$ cat src/rtl/rotate_shift_if.sv
// rotate_shift_if: command/result handshake bundle for the rotate/shift pipeline.
interface rotate_shift_if #(
    parameter int ADDRESS_BITS = 3,
    parameter int TAG_BITS     = 4
);
    localparam int WIDTH = 2 ** ADDRESS_BITS;
    logic                    in_valid;
    logic                    in_ready;
    logic [2:0]              in_op;
    logic [ADDRESS_BITS-1:0] in_amt;
    logic [WIDTH-1:0]        in_num;
    logic [TAG_BITS-1:0]     in_tag;
    logic                    out_valid;
    logic                    out_ready;
    logic [WIDTH-1:0]        out_data;
    logic [TAG_BITS-1:0]     out_tag;
    logic                    out_err;
    logic                    out_zero;
    logic [15:0]             op_count;
    logic                    busy;
    modport master (
        output in_valid, in_op, in_amt, in_num, in_tag, out_ready,
        input  in_ready, out_valid, out_data, out_tag, out_err, out_zero, op_count, busy
    );
    modport slave (
        input  in_valid, in_op, in_amt, in_num, in_tag, out_ready,
        output in_ready, out_valid, out_data, out_tag, out_err, out_zero, op_count, busy
    );
endinterface

$ cat src/rtl/rotate_shift_pipe.sv
// rotate_shift_pipe: two-stage valid/ready pipeline around a left barrel rotator.
module rotate_shift_pipe #(
    parameter int ADDRESS_BITS = 3,
    parameter int TAG_BITS     = 4
) (
    input logic           clk,
    input logic           rst_n,
    rotate_shift_if.slave bus
);
    localparam int WIDTH = 2 ** ADDRESS_BITS;
    localparam logic [2:0] OP_ROTL = 3'd0;
    localparam logic [2:0] OP_SHL  = 3'd2;
    localparam logic [2:0] OP_SHR  = 3'd3;
    localparam logic [2:0] OP_SAR  = 3'd4;
    logic                    s1_valid, s2_valid, s2_load, s2_err, illegal;
    logic [2:0]              s1_op;
    logic [ADDRESS_BITS-1:0] s1_amt, rot_amt;
    logic [WIDTH-1:0]        s1_num, s2_data, rot, keep_lo, keep_hi, result;
    logic [2*WIDTH-1:0]      dbl;
    logic [TAG_BITS-1:0]     s1_tag, s2_tag;
    logic [15:0]             count;
    // Right-going ops become a left rotate by the negated amount; masks then clear or sign-fill.
    always_comb begin
        s2_load = s1_valid && (!s2_valid || bus.out_ready);
        illegal = s1_op > OP_SAR;
        rot_amt = (s1_op == OP_ROTL || s1_op == OP_SHL) ? s1_amt : ~s1_amt + ADDRESS_BITS'(1);
        dbl     = {s1_num, s1_num} << rot_amt;
        rot     = dbl[2*WIDTH-1:WIDTH];
        keep_lo = {WIDTH{1'b1}} << s1_amt;
        keep_hi = {WIDTH{1'b1}} >> s1_amt;
        result  = illegal ? s1_num :
                  s1_op == OP_SHL ? rot & keep_lo :
                  s1_op == OP_SHR ? rot & keep_hi :
                  s1_op == OP_SAR ? (rot & keep_hi) | (~keep_hi & {WIDTH{s1_num[WIDTH-1]}}) :
                  rot;
    end
    assign bus.in_ready  = !s1_valid || s2_load;
    assign bus.out_valid = s2_valid;
    assign bus.out_data  = s2_data;
    assign bus.out_tag   = s2_tag;
    assign bus.out_err   = s2_err;
    assign bus.out_zero  = s2_data == '0;
    assign bus.op_count  = count;
    assign bus.busy      = s1_valid | s2_valid;
    always_ff @(posedge clk or negedge rst_n) begin
        if (!rst_n) begin
            s1_valid <= 1'b0;
            s1_op    <= '0;
            s1_amt   <= '0;
            s1_num   <= '0;
            s1_tag   <= '0;
            s2_valid <= 1'b0;
            s2_data  <= '0;
            s2_tag   <= '0;
            s2_err   <= 1'b0;
            count    <= '0;
        end else begin
            if (bus.in_ready) s1_valid <= bus.in_valid;
            if (bus.in_ready && bus.in_valid) begin
                s1_op  <= bus.in_op;
                s1_amt <= bus.in_amt;
                s1_num <= bus.in_num;
                s1_tag <= bus.in_tag;
            end
            if (s2_load) begin
                s2_valid <= 1'b1;
                s2_data  <= result;
                s2_tag   <= s1_tag;
                s2_err   <= illegal;
            end else if (bus.out_ready) begin
                s2_valid <= 1'b0;
            end
            if (s2_valid && bus.out_ready) count <= count + 16'd1;
        end
    end
endmodule

$ cat src/flat_wrapper.sv
// flat-port wrapper written by rule: the top's interface ports become plain ports
module rotate_shift_pipe_flat 
#(
    parameter int ADDRESS_BITS = 3,
    parameter int TAG_BITS     = 4
)
  (clk, rst_n, bus_in_valid, bus_in_op, bus_in_amt, bus_in_num, bus_in_tag, bus_out_ready, bus_in_ready, bus_out_valid, bus_out_data, bus_out_tag, bus_out_err, bus_out_zero, bus_op_count, bus_busy);
  rotate_shift_if #(.ADDRESS_BITS(ADDRESS_BITS), .TAG_BITS(TAG_BITS)) bus_i ();
  input logic clk;
  input logic rst_n;
  input wire logic [$bits(bus_i.in_valid)-1:0] bus_in_valid;
  input wire logic [$bits(bus_i.in_op)-1:0] bus_in_op;
  input wire logic [$bits(bus_i.in_amt)-1:0] bus_in_amt;
  input wire logic [$bits(bus_i.in_num)-1:0] bus_in_num;
  input wire logic [$bits(bus_i.in_tag)-1:0] bus_in_tag;
  input wire logic [$bits(bus_i.out_ready)-1:0] bus_out_ready;
  output wire logic [$bits(bus_i.in_ready)-1:0] bus_in_ready;
  output wire logic [$bits(bus_i.out_valid)-1:0] bus_out_valid;
  output wire logic [$bits(bus_i.out_data)-1:0] bus_out_data;
  output wire logic [$bits(bus_i.out_tag)-1:0] bus_out_tag;
  output wire logic [$bits(bus_i.out_err)-1:0] bus_out_err;
  output wire logic [$bits(bus_i.out_zero)-1:0] bus_out_zero;
  output wire logic [$bits(bus_i.op_count)-1:0] bus_op_count;
  output wire logic [$bits(bus_i.busy)-1:0] bus_busy;
  assign bus_i.in_valid = bus_in_valid;
  assign bus_i.in_op = bus_in_op;
  assign bus_i.in_amt = bus_in_amt;
  assign bus_i.in_num = bus_in_num;
  assign bus_i.in_tag = bus_in_tag;
  assign bus_i.out_ready = bus_out_ready;
  assign bus_in_ready = bus_i.in_ready;
  assign bus_out_valid = bus_i.out_valid;
  assign bus_out_data = bus_i.out_data;
  assign bus_out_tag = bus_i.out_tag;
  assign bus_out_err = bus_i.out_err;
  assign bus_out_zero = bus_i.out_zero;
  assign bus_op_count = bus_i.op_count;
  assign bus_busy = bus_i.busy;
  rotate_shift_pipe #(.ADDRESS_BITS(ADDRESS_BITS), .TAG_BITS(TAG_BITS)) u_core (.clk(clk), .rst_n(rst_n), .bus(bus_i));
endmodule
$ cat config.mk
export PLATFORM = sky130hd
export DESIGN_NAME = rotate_shift_pipe_flat
export DESIGN_NICKNAME = d
export VERILOG_FILES = /design/src/rtl/rotate_shift_if.sv /design/src/rtl/rotate_shift_pipe.sv /design/src/flat_wrapper.sv
export SDC_FILE = /design/constraint.sdc
export NUM_CORES = 1
export LEC_CHECK = 0
export CAP_MARGIN = 20
export CELL_PAD_IN_SITES_DETAIL_PLACEMENT = 1
export CELL_PAD_IN_SITES_GLOBAL_PLACEMENT = 2
export CORE_AREA = 2 2 84 102
export DETAILED_ROUTE_END_ITERATION = 16
export DIE_AREA = 0 0 86 104
export PLACE_DENSITY = 0.94
export SLEW_MARGIN = 10
export SYNTH_ARGS = -nofsm -noshare
export SYNTH_HDL_FRONTEND = slang
export SYNTH_SLANG_ARGS = --single-unit
$ cat constraint.sdc
create_clock -name clk -period 3.5 [get_ports clk]
set_input_delay 0.7 -clock clk [delete_from_list [all_inputs] [get_ports clk]]
set_output_delay 0.7 -clock clk [all_outputs]
set_load 0.01 [all_outputs]
; Word level (Yosys, flattened, before mapping)
; Index checks and enable logic that the tools add are counted.
[word_totals]
wordCells = 44
out_inout_bits = 33
regBits = 49
[op_classes]
reduce_logical = 11
magnitude_cmp = 1
n_eq_ne = 3
muxes = 7
n_bitwise = 7
shift = 3
n_addsub = 2
[ops]
columns = op, n
row1 = $mux 8, 4
row2 = $and 8x8->8, 3
row3 = $add 16x1->16 const B, 1
row4 = $shl 16x3->16, 1
row5 = $logic_not 8->1, 1
row6 = $not 8->8, 1
row7 = $or 8x8->8, 1
row8 = $shl 8x3->8 const A, 1
row9 = $shr 8x3->8 const A, 1
row10 = $eq 3x2->1 const B, 2
row11 = $add 3x1->3 const B, 1
row12 = $eq 3x3->1 const B, 1
row13 = $gt 3x3->1 const B, 1
row14 = $logic_and 1x1->1, 3
row15 = $logic_not 3->1, 1
row16 = $logic_or 1x1->1, 3
row17 = $mux 3, 1
row18 = $not 3->3, 1
row19 = $logic_not 1->1, 2
row20 = $mux 1, 2
row21 = $reduce_bool 2->1, 1
row22 = $or 1x1->1, 1

; Longest topological paths before layout
[depth]
word_depth = 10
depth_mapped = 10

; Worst setup path after synthesis
; No wires, ideal clock.
[synth_path]
path_kind = reg2reg
start = reg u_core.s1_amt[0]
end = reg u_core.s2_data[1] (netlist: u_core.bus.out_data[1])
stages_incl_launch_ff = 8
t_arrival_ps = 1988
setup_time_ps = 134
setup_slack_ps = 1378
synth_period_minus_slack_ps = 2122
required_ps = 3366
path_buffers = 1
path_cell_list = dfrtp_1 buf_2 inv_1 ha_1 mux2i_4 mux4_2 mux2i_1 a21oi_1
[synth_between]
elab_chain_len = 10
elab_cells_between_ends = 15
classes_between = 1 x add/sub / 3 x shift / 5 x mux / 6 x bitwise
[synth_lines]
columns = item, line
row1 = start: declaration, rotate_shift_pipe.sv:17  ; logic [ADDRESS_BITS-1:0] s1_amt, rot_amt;
row2 = start signal: assignment, rotate_shift_pipe.sv:61  ; s1_amt <= bus.in_amt;
row3 = $not 3->3, rotate_shift_pipe.sv:26  ; rot_amt = (s1_op == OP_ROTL || s1_op == OP_SHL) ? s1_amt : ~s1_amt + ADDRESS_BITS'(1);
row4 = $add 3x1->3, rotate_shift_pipe.sv:26
row5 = $mux 3, rotate_shift_pipe.sv:26
row6 = $shl 16x3->16, rotate_shift_pipe.sv:27  ; dbl = {s1_num, s1_num} << rot_amt;
row7 = $and 8x8->8, "rotate_shift_pipe.sv:33, rotate_shift_pipe.sv:34"
row8 = $or 8x8->8, rotate_shift_pipe.sv:34  ; s1_op == OP_SAR ? (rot & keep_hi) | (~keep_hi & {WIDTH{s1_num[WIDTH-1]}}) :
row9 = $mux 8, rotate_shift_pipe.sv:34
row10 = $mux 8, rotate_shift_pipe.sv:33  ; s1_op == OP_SHR ? rot & keep_hi :
row11 = $mux 8 *, rotate_shift_pipe.sv:32  ; s1_op == OP_SHL ? rot & keep_lo :
row12 = $mux 8 *, rotate_shift_pipe.sv:31  ; result = illegal ? s1_num :
row13 = end signal: assignment, rotate_shift_pipe.sv:67  ; s2_data <= result;
row14 = end: declaration, rotate_shift_pipe.sv:18  ; logic [WIDTH-1:0] s1_num, s2_data, rot, keep_lo, keep_hi, result;
; Every way passes the cells marked *; elsewhere a longest branch is shown, timed or not.
; A chain may end at the register's enable or synchronous reset.

; Final worst setup path
[layout_path]
start = in bus_out_ready
end = out bus_in_ready
[layout_between]
elab_chain_len = 3
[layout_lines]
columns = item, line
row1 = start: declaration, flat_wrapper.sv:16  ; input wire logic [$bits(bus_i.out_ready)-1:0] bus_out_ready;
row2 = $logic_or 1x1->1, rotate_shift_pipe.sv:24  ; s2_load = s1_valid && (!s2_valid || bus.out_ready);
row3 = $logic_and 1x1->1, rotate_shift_pipe.sv:24
row4 = $logic_or 1x1->1, rotate_shift_pipe.sv:37  ; assign bus.in_ready = !s1_valid || s2_load;
row5 = end: declaration, flat_wrapper.sv:17  ; output wire logic [$bits(bus_i.in_ready)-1:0] bus_in_ready;
; No other way between the ends.

==> results.rst <==
.. list-table::
   :header-rows: 1

   * - Metric
     - Value
   * - Status
     - finished, final reports clean
   * - Path depth of the worst reg2reg path
     - 6
   * - Resized Gates After CTS
     - 0
   * - Wire length of the first global-routing pass
     - roughly 12,000 um
   * - Detailed placement HPWL
     - around 5300 um
   * - Fill cell instance count of the final layout
     - 897
   * - Minimum clock period after layout
     - approximately 2.7 ns
   * - Initial antenna violation count
     - 0
   * - TritonCTS clock tree
     - done
   * - Vias per Instance
     - approximately 5.4
   * - Final standard cell count with taps included and fillers excluded
     - just under 400
   * - Dominant cells by area after synthesis
     - sky130_fd_sc_hd__dfrtp_1, sky130_fd_sc_hd__mux2_2, sky130_fd_sc_hd__mux4_2
   * - Final setup violation count
     - 0
   * - Arrival time of the worst setup path
     - 1.97 ns
   * - Area of the core
     - 7970 um2
   * - Sequential fraction of the synthesis area
     - 0.456
   * - Net Count, Synth
     - around 280
   * - Kind of capture point of the worst setup path
     - primary output
   * - Utilization after layout
     - 0.427
   * - Number of enable-type register cells in the synthesized netlist
     - 0
   * - Overflow left after global routing
     - 0
   * - Ratio of cells with drive above 1 in the final layout
     - 0.142
   * - Aggregate global-route resource usage
     - 0.160
   * - Worst min-delay path class
     - primary input to asynchronous set/reset pin
   * - CTS clock-pin slew for the worst setup and hold paths
     - roughly 0.10 ns
   * - Slew headroom
     - 0.480
   * - Number of buffers inserted during clock tree synthesis
     - 5
   * - Number of hold violations in the final report
     - 0
   * - Area Overhead vs Synth
     - 26.5%
   * - Total Die Area
     - 8940 um2
   * - Fraction of post-synthesis cell area in the top cell type by area
     - 0.456
   * - Number of I/O pins
     - 55
   * - Number of standard-cell rows in the floorplan
     - 36
   * - Routed wire length
     - approximately 6800 um
   * - Commonest non-fill, non-tap cells in the layout
     - sky130_fd_sc_hd__clkdlybuf4s50_1, sky130_fd_sc_hd__dfrtp_1, sky130_fd_sc_hd__nand2_1, sky130_fd_sc_hd__mux2_2, sky130_fd_sc_hd__nor2_1
   * - Syn avg cell area
     - 10.8 um2
   * - Routed wirelength normalized by instance count
     - ~17 um
   * - Category of the most critical setup path
     - primary input to primary output
   * - Root Driver
     - sky130_fd_sc_hd__clkbuf_8
   * - Die Span Y
     - 104 um
   * - Sort of element at the start of the critical path
     - primary input
   * - Power Dens Cells
     - a little under 600 nW/um2
   * - Number of sinks on the clock net
     - 49
   * - Cells after synthesis
     - 250
   * - Post-detailed-route count of antenna-violating nets
     - 0
   * - Critical-path maximum fanout
     - 3
   * - Slew at the pin closest to its max-slew limit
     - 0.774 ns
   * - Share of the clock period used by the worst path after layout
     - 0.764
   * - Initial Util
     - 0.338
   * - Share of synthesized flip-flops with an asynchronous set or reset
     - 1.00
   * - Most frequently used flop master after synthesis
     - sky130_fd_sc_hd__dfrtp_1
   * - RR Endpoint
     - u_core.bus.out_data[6]
   * - Residual DRC
     - 0
   * - Clock skew
     - approximately 0.0097 ns
   * - Drt pass-1 iters
     - 5
   * - Cell count after placement
     - 390
   * - Chip width
     - between 80 and 90 um
   * - Highest clock rate
     - 374 MHz
   * - Number of nets at the end of the flow
     - between 300 and 400
   * - Post-CTS repair timing setup buffer count
     - 0
   * - Clk buf depth
     - 2
   * - Power, Total
     - between 0.0015 and 0.002 W
   * - Worst Path Required
     - roughly 2.8 ns
   * - Cell taking the most area after synthesis
     - sky130_fd_sc_hd__dfrtp_1
   * - Number of library cell types mapped by synthesis
     - between 40 and 50
   * - Area of all placed cells without fillers
     - 3410 um2
   * - 1st-iter DRT viols
     - around 150
   * - Post-synthesis cell area
     - 2690 um2
   * - Number of diodes
     - 0
   * - Number of register bits inferred by synthesis
     - just under 50
   * - Total via count in the routed design
     - around 2,200
   * - Hold_buf cts
     - 0
   * - Leakage power of the design
     - approximately 1.4 nW
   * - Number of I/O port buffers
     - 54
   * - Pin count of the biggest net entering global routing
     - 27
   * - Worst vdd ir
     - approximately 0.42 mV
   * - Register-to-register setup slack
     - 0.98 ns
   * - Setup repair after global routing missed its margin
     - false
   * - Total number of yosys warnings
     - 0
   * - Max-Cap Viols
     - 0
   * - Setup total negative slack
     - 0 ns
   * - Reg-to-reg startpoint
     - u_core.s1_amt[0]
   * - Weighted congestion reported at the end of routability-driven placement
     - ~0.85
   * - Placed Instance Area
     - approximately 3300 um2
   * - Via count of the first global-routing pass
     - roughly 2,300
   * - Insertion delay to the later sink of the worst-skew pair
     - ~0.3 ns
   * - Number of max-slew violations in the final report
     - 0
   * - Deepest level of the CTS H-tree
     - 2
   * - Most common cell after layout, fill and taps aside
     - sky130_fd_sc_hd__clkdlybuf4s50_1
[power by group]
| group | switching, W | internal (W) |
|---|---|---|
| sequential | 0.000180 | 0.000690 |
| combinational | 0.000345 | 0.000446 |
| clock | 0.000195 | 0.000143 |
[per-layer routing]
layer	share of wire	GRT usage	vias to the layer above
met3	0.041	0.0286	8
met4	0.0092	0.0306	0
met5	0	0	-
met2	0.51	0.275	56
li1	-	-	1014
met1	0.44	0.210	1073
[worst max path at each step]
stage,slack [ns],startpoint,to
after floorplan,1.38,u_core.s1_amt[0],u_core.bus.out_data[1]
after global placement,0.88,bus_out_ready,bus_in_ready
after detailed placement,0.82,bus_out_ready,bus_in_ready
after CTS,0.81,bus_out_ready,bus_in_ready
after global routing,0.73,bus_out_ready,bus_in_ready
final,0.83,bus_out_ready,bus_in_ready
[final cells by class]
cell class,instances,area [um2],area share
Clock buffer,6,72.6,0.0213
Clock inverter,2,13.8,0.00404
Inverter,8,30.0,0.00882
Multi-Input combinational cell,181,1390,0.407
Sequential cell,49,1230,0.360
Tap cell,95,119,0.0349
Timing Repair Buffer,57,558,0.164
[synthesized netlist by cell type, types with 3 or more instances]
cell type,count
sky130_fd_sc_hd__buf_2,3
sky130_fd_sc_hd__a21oi_1,10
sky130_fd_sc_hd__dfrtp_1,49
sky130_fd_sc_hd__o21ai_0,5
sky130_fd_sc_hd__xor2_1,3
sky130_fd_sc_hd__mux2_2,19
sky130_fd_sc_hd__nor2_1,13
sky130_fd_sc_hd__nor3_1,3
sky130_fd_sc_hd__mux2i_1,7
sky130_fd_sc_hd__ha_1,5
sky130_fd_sc_hd__and3_1,3
sky130_fd_sc_hd__o22ai_1,6
sky130_fd_sc_hd__xnor2_1,12
sky130_fd_sc_hd__clkbuf_1,9
sky130_fd_sc_hd__nand2_1,37
sky130_fd_sc_hd__a21o_1,3
sky130_fd_sc_hd__nand4_1,6
sky130_fd_sc_hd__mux4_2,8
sky130_fd_sc_hd__inv_1,8
sky130_fd_sc_hd__a222oi_1,3
sky130_fd_sc_hd__a221oi_1,4
sky130_fd_sc_hd__nand3_1,5
sky130_fd_sc_hd__a311oi_1,3
[stage by stage]
step | setup slack [ns] | hold WS (ns)
6_report | 0.827 | 0.385
5_1_grt | 0.733 | 0.413
4_1_cts | 0.812 | 0.407
3_5_place_dp | 0.821 | 0.462
3_3_place_gp | 0.882 | 0.445
2_1_floorplan | 1.38 | 0.404
[registers in the layout (all words and copies together), names as in the netlist]
register,count
u_core.bus.out_err,1
u_core.s1_num,8
u_core.s1_tag,4
u_core.bus.op_count,16
u_core.s1_amt,3
u_core.bus.out_tag,4
u_core.s1_op,3
u_core.bus.out_valid,1
u_core.bus.out_data,8
u_core.s1_valid,1
[critical path, cell delays in order]
cell and delay (ns):
sky130_fd_sc_hd__clkdlybuf4s50_1 0.44, sky130_fd_sc_hd__nor2b_1 0.22, sky130_fd_sc_hd__nand2_1 0.12, sky130_fd_sc_hd__clkdlybuf4s50_1 0.49
[kinds of logic after synthesis]
family	share of synthesized area
AND/OR/NAND/NOR	0.142
XOR/XNOR	0.0488
buffers and inverters	0.0293
flip-flops	0.456
multiplexers	0.186
AO/OA/AOI/OAI	0.115
adder cells (fa/ha/maj)	0.0232
(Power assumes the default switching activity.)
